### src/rtl/issue_age_select_if.sv
// Bundle of the scheduler's control, rename and execute signals.
// The master side is the environment (rename/execute); the slave side is the scheduler.
interface issue_age_select_if #(
  parameter int unsigned ENTRIES = 16,
  parameter int unsigned IDX_W   = 5
);
  logic               FLUSH;
  logic               STALL;
  logic               alloc_valid;
  logic [IDX_W-1:0]   alloc_idx;
  logic [ENTRIES-1:0] ready_vec;
  logic [IDX_W-1:0]   free_idx;
  logic               full;
  logic [IDX_W-1:0]   occ_count;
  logic               grant_valid;
  logic [IDX_W-1:0]   grant_idx;
  logic [ENTRIES-1:0] grant_onehot;
  logic               alloc_err;

  modport master (
    output FLUSH, STALL, alloc_valid, alloc_idx, ready_vec,
    input  free_idx, full, occ_count, grant_valid, grant_idx, grant_onehot, alloc_err
  );

  modport slave (
    input  FLUSH, STALL, alloc_valid, alloc_idx, ready_vec,
    output free_idx, full, occ_count, grant_valid, grant_idx, grant_onehot, alloc_err
  );
endinterface

### src/rtl/issue_age_select.sv
// Oldest-first select scheduler for the out-of-order issue queue.
// An age matrix records allocation order; each cycle the oldest ready entry is
// granted through registered outputs, and the lowest free slot is offered to rename.
module issue_age_select #(
  parameter int unsigned ENTRIES = 16,
  parameter int unsigned IDX_W   = 5
) (
  input  logic CLK,
  input  logic RESET,
  issue_age_select_if.slave bus
);

  localparam int unsigned      SLOT_W = $clog2(ENTRIES);
  localparam logic [IDX_W-1:0] NONE   = IDX_W'(ENTRIES);

  // r_older[i][j]: slot i was allocated before slot j (meaningful only if both valid)
  logic [ENTRIES-1:0] r_valid;
  logic [ENTRIES-1:0] r_older [ENTRIES];
  logic               r_grant_valid;
  logic [IDX_W-1:0]   r_grant_idx;
  logic [ENTRIES-1:0] r_grant_onehot;
  logic [IDX_W-1:0]   r_occ_count;
  logic               r_alloc_err;

  logic [ENTRIES-1:0] w_cand;
  logic [ENTRIES-1:0] w_sel;
  logic [IDX_W-1:0]   w_sel_idx;
  logic [IDX_W-1:0]   w_free_idx;
  logic               w_issue;
  logic [SLOT_W-1:0]  w_alloc_slot;
  logic               w_alloc_ok;
  logic [ENTRIES-1:0] w_valid_d;
  logic [ENTRIES-1:0] w_older_d [ENTRIES];
  logic [IDX_W-1:0]   w_occ_d;

  // Oldest-ready select: a candidate wins when no other candidate is older than it.
  always_comb begin
    w_cand    = r_valid & bus.ready_vec;
    w_sel     = '0;
    w_sel_idx = NONE;
    for (int i = 0; i < int'(ENTRIES); i++) begin
      logic blocked;
      blocked = 1'b0;
      for (int j = 0; j < int'(ENTRIES); j++) begin
        if (w_cand[j] && r_older[j][i]) blocked = 1'b1;
      end
      w_sel[i] = w_cand[i] & ~blocked;
    end
    for (int i = 0; i < int'(ENTRIES); i++) begin
      if (w_sel[i]) w_sel_idx = IDX_W'(i);
    end
  end

  // Lowest-index empty slot, or NONE when every slot is occupied.
  always_comb begin
    w_free_idx = NONE;
    for (int i = int'(ENTRIES) - 1; i >= 0; i--) begin
      if (!r_valid[i]) w_free_idx = IDX_W'(i);
    end
  end

  // Alloc acceptance uses pre-edge occupancy, so a slot granted this edge is still busy.
  always_comb begin
    w_issue      = !bus.STALL && (|w_cand);
    w_alloc_slot = bus.alloc_idx[SLOT_W-1:0];
    w_alloc_ok   = bus.alloc_valid && (bus.alloc_idx < NONE) && !r_valid[w_alloc_slot];
  end

  // Next occupancy and age state from the grant and accepted alloc.
  always_comb begin
    w_valid_d = r_valid;
    w_older_d = r_older;
    if (w_issue) w_valid_d = w_valid_d & ~w_sel;
    if (w_alloc_ok) begin
      w_valid_d[w_alloc_slot] = 1'b1;
      w_older_d[w_alloc_slot] = '0;
      // Every currently valid entry becomes older than the new one.
      for (int j = 0; j < int'(ENTRIES); j++) begin
        w_older_d[j][w_alloc_slot] = r_valid[j];
      end
    end
    w_occ_d = r_occ_count + {{(IDX_W-1){1'b0}}, w_alloc_ok} - {{(IDX_W-1){1'b0}}, w_issue};
  end

  // State and registered grant; FLUSH squashes everything like reset.
  always_ff @(posedge CLK or negedge RESET) begin
    if (!RESET) begin
      r_valid        <= '0;
      for (int i = 0; i < int'(ENTRIES); i++) r_older[i] <= '0;
      r_grant_valid  <= 1'b0;
      r_grant_idx    <= NONE;
      r_grant_onehot <= '0;
      r_occ_count    <= '0;
      r_alloc_err    <= 1'b0;
    end else if (bus.FLUSH) begin
      r_valid        <= '0;
      for (int i = 0; i < int'(ENTRIES); i++) r_older[i] <= '0;
      r_grant_valid  <= 1'b0;
      r_grant_idx    <= NONE;
      r_grant_onehot <= '0;
      r_occ_count    <= '0;
      r_alloc_err    <= 1'b0;
    end else begin
      r_valid        <= w_valid_d;
      for (int i = 0; i < int'(ENTRIES); i++) r_older[i] <= w_older_d[i];
      r_grant_valid  <= w_issue;
      r_grant_idx    <= w_issue ? w_sel_idx : NONE;
      r_grant_onehot <= w_issue ? w_sel : '0;
      r_occ_count    <= w_occ_d;
      r_alloc_err    <= bus.alloc_valid && !w_alloc_ok;
    end
  end

  assign bus.free_idx     = w_free_idx;
  assign bus.full         = &r_valid;
  assign bus.occ_count    = r_occ_count;
  assign bus.grant_valid  = r_grant_valid;
  assign bus.grant_idx    = r_grant_idx;
  assign bus.grant_onehot = r_grant_onehot;
  assign bus.alloc_err    = r_alloc_err;

endmodule
### src/flat_wrapper.sv
// flat-port wrapper written by rule: the top's interface ports become plain ports
module issue_age_select_flat 
#(
  parameter int unsigned ENTRIES = 16,
  parameter int unsigned IDX_W   = 5
)
  (CLK, RESET, bus_FLUSH, bus_STALL, bus_alloc_valid, bus_alloc_idx, bus_ready_vec, bus_free_idx, bus_full, bus_occ_count, bus_grant_valid, bus_grant_idx, bus_grant_onehot, bus_alloc_err);
  issue_age_select_if #(.ENTRIES(ENTRIES), .IDX_W(IDX_W)) bus_i ();
  input  logic CLK;
  input  logic RESET;
  input wire logic [$bits(bus_i.FLUSH)-1:0] bus_FLUSH;
  input wire logic [$bits(bus_i.STALL)-1:0] bus_STALL;
  input wire logic [$bits(bus_i.alloc_valid)-1:0] bus_alloc_valid;
  input wire logic [$bits(bus_i.alloc_idx)-1:0] bus_alloc_idx;
  input wire logic [$bits(bus_i.ready_vec)-1:0] bus_ready_vec;
  output wire logic [$bits(bus_i.free_idx)-1:0] bus_free_idx;
  output wire logic [$bits(bus_i.full)-1:0] bus_full;
  output wire logic [$bits(bus_i.occ_count)-1:0] bus_occ_count;
  output wire logic [$bits(bus_i.grant_valid)-1:0] bus_grant_valid;
  output wire logic [$bits(bus_i.grant_idx)-1:0] bus_grant_idx;
  output wire logic [$bits(bus_i.grant_onehot)-1:0] bus_grant_onehot;
  output wire logic [$bits(bus_i.alloc_err)-1:0] bus_alloc_err;
  assign bus_i.FLUSH = bus_FLUSH;
  assign bus_i.STALL = bus_STALL;
  assign bus_i.alloc_valid = bus_alloc_valid;
  assign bus_i.alloc_idx = bus_alloc_idx;
  assign bus_i.ready_vec = bus_ready_vec;
  assign bus_free_idx = bus_i.free_idx;
  assign bus_full = bus_i.full;
  assign bus_occ_count = bus_i.occ_count;
  assign bus_grant_valid = bus_i.grant_valid;
  assign bus_grant_idx = bus_i.grant_idx;
  assign bus_grant_onehot = bus_i.grant_onehot;
  assign bus_alloc_err = bus_i.alloc_err;
  issue_age_select #(.ENTRIES(ENTRIES), .IDX_W(IDX_W)) u_core (.CLK(CLK), .RESET(RESET), .bus(bus_i));
endmodule
### config.mk
export PLATFORM = sky130hd
export DESIGN_NAME = issue_age_select_flat
export DESIGN_NICKNAME = d
export VERILOG_FILES = /design/src/rtl/issue_age_select_if.sv /design/src/rtl/issue_age_select.sv /design/src/flat_wrapper.sv
export SDC_FILE = /design/constraint.sdc
export NUM_CORES = 1
export LEC_CHECK = 0
export BUFFER_PORTS_ARGS = -buffer_cell sky130_fd_sc_hd__buf_4
export CORE_MARGIN = 2
export CORE_UTILIZATION = 50
export CTS_BUF_LIST = sky130_fd_sc_hd__clkbuf_4
export CTS_CLUSTER_SIZE = 40
export DETAILED_ROUTE_END_ITERATION = 8
export PLACE_DENSITY_LB_ADDON = 0.15
export RECOVER_POWER = 100
export SLEW_MARGIN = 15
export SYNTH_ARGS = -nofsm -noshare
export SYNTH_HDL_FRONTEND = slang
export SYNTH_SLANG_ARGS = --single-unit
### constraint.sdc
create_clock -name CLK -period 8 [get_ports CLK]
set_input_delay 0.8 -clock CLK [delete_from_list [all_inputs] [get_ports CLK]]
set_output_delay 0.8 -clock CLK [all_outputs]
set_load 0.02 [all_outputs]
# After elaboration in Yosys (flattened, before gate mapping)
# Cells that the tools add are included.
# op_classes
n_reduce_logical,268
order_cmp,5
n_addsub,2
mux,322
bitwise_logic,39
# ops
op,count
256-bit 2-to-1 mux,2
1-bit logical AND,262
1-bit 2-to-1 mux,260
256-bit AND,1
16-bit bitwise mux,16
256-bit inverter,1
5-bit 2-to-1 mux,35
16-bit 2-to-1 mux,6
16-bit demux with 4-bit select,1
16-bit AND,2
1-bit AND,16
1-bit inverter,16
16-bit inverter,1
16-bit bitwise OR,1
16-bit AND reduction,1
16-bit OR reduction,1
5-bit by 1-bit adder with 5-bit output,1
5-bit greater-or-equal comparator (second input constant),1
4-bit by 5-bit less-than comparator with 1-bit output (second input constant),1
5-bit by 1-bit less-than comparator with 1-bit output (second input constant),1
5-bit less-than comparator (second input constant),1
4-bit inverter with 5-bit output,1
5-bit by 1-bit subtractor with 5-bit output,1
1-bit binary-select mux with 4-bit select,1
4 further kinds,6
# word_totals
in_bits,26
reg_bits,300

# Logic depth before layout (Yosys ltp)
# depth
depth_word,38
mapped_depth,14
mapped_depth_nobuf,12

# Worst setup path before layout
# Ideal clock, no wire load.
# synth_timing
path_kind,in2reg
from,in bus_alloc_idx[0]
to,"reg u_core.r_occ_count[4], in the netlist u_core.bus.occ_count[4]"
stages,14
arrival_time_ps,3267
t_required_ps,7868
path_slack_ps,4601
path_cell_list,buf_6 -> mux4_2 -> mux4_2 -> or2_1 -> buf_6 -> clkinv_2 -> buf_6 -> buf_6 -> ha_1 -> fa_1 -> a21o_1 -> a21oi_1 -> xnor2_1 -> nor2_1
# synth_via
elab_chain_len,7
word_cells_on_any_way,9
classes_between,2 x add/sub; 1 x order compare; 3 x mux; 3 x reduce/logical
# synth_rtl
element,line_no,source
from (decl),flat_wrapper.sv:14,input wire logic [$bits(bus_i.alloc_idx)-1:0] bus_alloc_idx;
1-bit binary-select mux with 4-bit select,issue_age_select.sv:66,w_alloc_ok = bus.alloc_valid && (bus.alloc_idx < NONE) && !r_valid[w_alloc_slot];
1-bit 2-to-1 mux (not written as such),issue_age_select.sv:66,
1-bit zero test,issue_age_select.sv:66,
1-bit logical AND (*),issue_age_select.sv:66,
5-bit by 1-bit adder with 5-bit output (*),issue_age_select.sv:82,"w_occ_d = r_occ_count + {{(IDX_W-1){1'b0}}, w_alloc_ok} - {{(IDX_W-1){1'b0}}, w_issue};"
5-bit by 1-bit subtractor with 5-bit output (*),issue_age_select.sv:82,
5-bit 2-to-1 mux (*),issue_age_select.sv:95,end else if (bus.FLUSH) begin
to (signal assigned),issue_age_select.sv:109,r_occ_count <= w_occ_d;
to (decl),issue_age_select.sv:22,logic [IDX_W-1:0] r_occ_count;
# Mark *: on every way between the ends. The rest lies on a longest branch, timed or not. The select of a mux whose other input is x is not followed.
# A chain may end at the register's enable or synchronous reset.

# Worst setup path after layout
# layout_timing
from,reg u_core.r_valid[7]
to,"reg u_core.r_occ_count[4], in the netlist u_core.bus.occ_count[4]"
# layout_via
elab_chain_len,7
word_cells_on_any_way,10
classes_between,2 x add/sub; 3 x mux; 1 x bitwise; 4 x reduce/logical
# layout_rtl
element,line_no,source
from (decl),issue_age_select.sv:17,logic [ENTRIES-1:0] r_valid;
from (signal assigned),issue_age_select.sv:104,r_valid <= w_valid_d;
1-bit binary-select mux with 4-bit select,issue_age_select.sv:66,
1-bit 2-to-1 mux (not written as such),issue_age_select.sv:66,
1-bit zero test,issue_age_select.sv:66,
1-bit logical AND,issue_age_select.sv:66,
5-bit by 1-bit adder with 5-bit output,issue_age_select.sv:82,
5-bit by 1-bit subtractor with 5-bit output (*),issue_age_select.sv:82,
5-bit 2-to-1 mux (*),issue_age_select.sv:95,
# Marks and branches as above.

==> metrics.md <==
| Metric | Value |
|---|---|
| Status | `complete, but fails checks` |
| Violated checks | `max-capacitance violations, max-slew violations` |
| Cell area after synthesis | `0.0146 sq mm` |
| DRT iter0 DRCs | `2577` |
| Setup violations, final | `0` |
| Initial Util | `0.508` |
| Total CTS buffers | `82` |
| Post_cts resized | `0` |
| Antenna violations before repair | `4` |
| Grt ovf | `0` |
| Top_reg_cell synth | `dfrtp_1` |
| Die area | `0.0305 sq mm` |
| Cell area after layout | `0.0160 sq mm` |
| IO Pins | `60` |
| Slowest-stage cell, CP | `clkbuf_1` |
| Fmax | `0.168 GHz` |
| CTS H-Tree Depth | `3` |
| Ranking of synthesized cells by area | `dfrtp_1, nand2_1, a21oi_1` |
| Max clock buf depth | `3` |
| CP Max Fanout | `49` |
| Hold Vio Cnt, Final | `0` |
| Die Wd | `175 um` |
| Crit path cell chain | `clkbuf_1, mux4_2, mux4_2, or2_0, clkinv_2, ha_1, fa_1, a21o_1, a21oi_1, xnor2_1, nor2_1` |
| Number of enable flip-flop cells after synthesis | `0` |
| Nets@finish | `1671` |
| Antenna Nets Post-Route | `0` |
| Drt wl/cell | `28.6 um` |
| Post-synth top area cell | `dfrtp_1` |
| Routability cong. | `0.974` |
| Unrepaired setup endpoints after global routing | `no` |
| Yosys cell types | `64` |
| Clk Latency, worst-skew pair | `750 ps` |
| CTS tree | `yes` |
| CP Capture Type | `flop` |
| Placed wire-length estimate | `38000 um` |
| Cell row count | `62` |
| Avg Cell Area, Syn | `9.09 sq um` |
| Worst EP required | `8600 ps` |
| Share of cells above drive strength 1 | `0.141` |
| Max Cap Violations | `5` |
| Async SR Flop Fraction | `1.00` |
| Rel. slew slack | `-2.12` |
| Final period utilization | `0.743` |
| Top-count cell post-synth | `dfrtp_1` |
| Delay of the slowest critical-path stage | `1540 ps` |
| FF+latch count, synth | `300` |
| Die Y | `175 um` |
| Clock root buffer | `clkbuf_4` |
| Setup crit start kind | `flop` |
| First-pass iteration count of the detailed router | `6` |
| Most frequent CP cell | `mux4_2` |
| Synthesized instance count | `1603` |
| Fin. max-slew vios | `183` |
| Synth top area share | `0.513` |
| Vias in the first global route | `13900` |
| Ys Warns | `0` |
| Largest net degree at the start of global routing | `149` |
| Postcts setup bufs | `0` |
| Setup TNS | `0 ps` |
| IO Port Bufs | `59` |
| Tot GR Track Use | `0.390` |
| DRC viols | `0` |
| Post-Route WL | `59400 um` |
| Sequential element share of the synthesized area | `0.515` |
| Worst vdd ir | `0.123 mV` |
| Tightest Pin Transition | `4680 ps` |
| Post-CTS Hold Fix Bufs | `0` |
| DP Area | `0.0152 sq mm` |
| Critical path class | `reg2reg` |
| Drt via density | `6.88` |
| CTS clk-pin slew, worst paths | `70 ps` |
| Power per standard cell area | `199 mW/mm^2` |
| Area Overhead vs Synth | `9.67%` |
| Syn Nets | `1635` |
| Core area | `0.0287 sq mm` |
| Vias post-DR | `14300` |
| Final Skew | `51.8 ps` |
| Clock sinks | `300` |
| Commonest cells in the netlist | `dfrtp_1, nand2_1, a21oi_1` |
| Leakage power | `6.78 nW` |
| Min Tclk post-route | `5940 ps` |
| First-pass GRT wire length | `88600 um` |
| Arrival @ worst endpoint | `6550 ps` |
| Worst min-delay path class | `in2reg` |
-- worst paths after layout --
check | slack, ps | cells past startpoint | startpoint | endpoint
worst max-delay path | 2060 | 11 | u_core.r_valid[7] | u_core.bus.occ_count[4]
worst min-delay path | 320 | 2 | bus_alloc_valid | u_core.bus.alloc_err
worst max register to register | 2060 | 11 | u_core.r_valid[7] | u_core.bus.occ_count[4]
worst min register to register | 480 | 2 | u_core.r_older[209] | u_core.r_older[209]
max in group asynchronous | 3190 | 3 | RESET | u_core.r_older[245]
min in group asynchronous | 1740 | 1 | RESET | u_core.r_valid[8]
-- report_power, final --
| group | switching (mW) | internal (mW) |
|---|---|---|
| clock | 0.672 | 0.702 |
| sequential | 0.0120 | 1.53 |
| combinational | 0.197 | 0.0639 |
| total | 0.881 | 2.30 |
-- state kept, by name, indices dropped and copies added (netlist names) --
register / cells
u_core.bus.alloc_err: 1
u_core.bus.grant_idx: 5
u_core.bus.grant_onehot: 16
u_core.bus.grant_valid: 1
u_core.bus.occ_count: 5
u_core.r_older: 256
u_core.r_valid: 16
-- area by class of cell --
| cell class | instances | area [sq um] |
|---|---|---|
| tap | 384 | 480 |
| clock inverter | 13 | 70.1 |
| multi-input combinational | 1131 | 6340 |
| inverter | 33 | 125 |
| timing repair buffer | 91 | 527 |
| sequential | 300 | 7510 |
| fill | 2737 | 12700 |
| clock buffer | 124 | 931 |
| antenna | 1 | 2.50 |
-- kinds of logic (layout without fill, tap and decap cells) --
group / after synthesis / after routing / share of synthesized area
and+or+nand+nor: 686 / 686 / 0.219
DFF: 300 / 300 / 0.515
buffers and inverters: 172 / 261 / 0.0494
other: 0 / 1 / 0
AOI/OAI and AO/OA: 424 / 424 / 0.197
adders and majority gates: 6 / 6 / 0.00566
muxes: 11 / 11 / 0.0118
xor gates and xnor gates: 4 / 4 / 0.00240
-- critical path, delay by kind of cell (launching register included) --
family	cells	cell delay [ps]
compound gates	2	340
xor+xnor	1	140
fa+ha+maj	2	960
buf+inv	2	2380
flops	1	320
mux	2	840
simple gates	2	800
-- placed cells by master, fill, tap and decap left out, drive strengths merged, types with 5 or more instances in the layout --
cell type  count
a31o           5
o21ai         80
clkinv         9
a21o           5
mux4           5
a221oi        13
nand3        131
nor2         121
nand2b         6
a21oi        149
nor3          24
mux2i          6
ha             5
nor4          12
o32ai         12
o211ai         5
dfrtp        299
a211oi         7
clkbuf       169
and3b          7
nand2        273
or4            8
buf           46
nand4         41
and2          22
nand4b         6
inv           33
a22o          19
a32oi          7
and3          13
o221a         43
a22oi         61
nor2b          8
-- routing by layer --
layer | GRT usage | wire (um) | vias up
met2 | 0.557 | 24700 | 1251
met5 | 0 | 31 | -
met3 | 0.139 | 8720 | 318
li1 | - | - | 5870
met1 | 0.503 | 21500 | 6848
met4 | 0.250 | 4420 | 4
-- metrics by stage --
| step | instances | worst slack (ps) | hold WS, ps | power (mW) | utilization |
|---|---|---|---|---|---|
| after floorplan | 1603 | 4600 | 450 | 1.72 | - |
| after global placement | 1939 | 3520 | 467 | 1.83 | 0.529 |
| after detailed placement | 1939 | 3470 | 471 | 1.83 | 0.529 |
| after CTS | 2076 | 3680 | 74.8 | 3.19 | 0.564 |
| after global routing | 2077 | 1940 | 328 | 3.30 | 0.557 |
| final | 2077 | 2060 | 320 | 3.18 | 0.557 |
(Power assumes the default switching activity.)
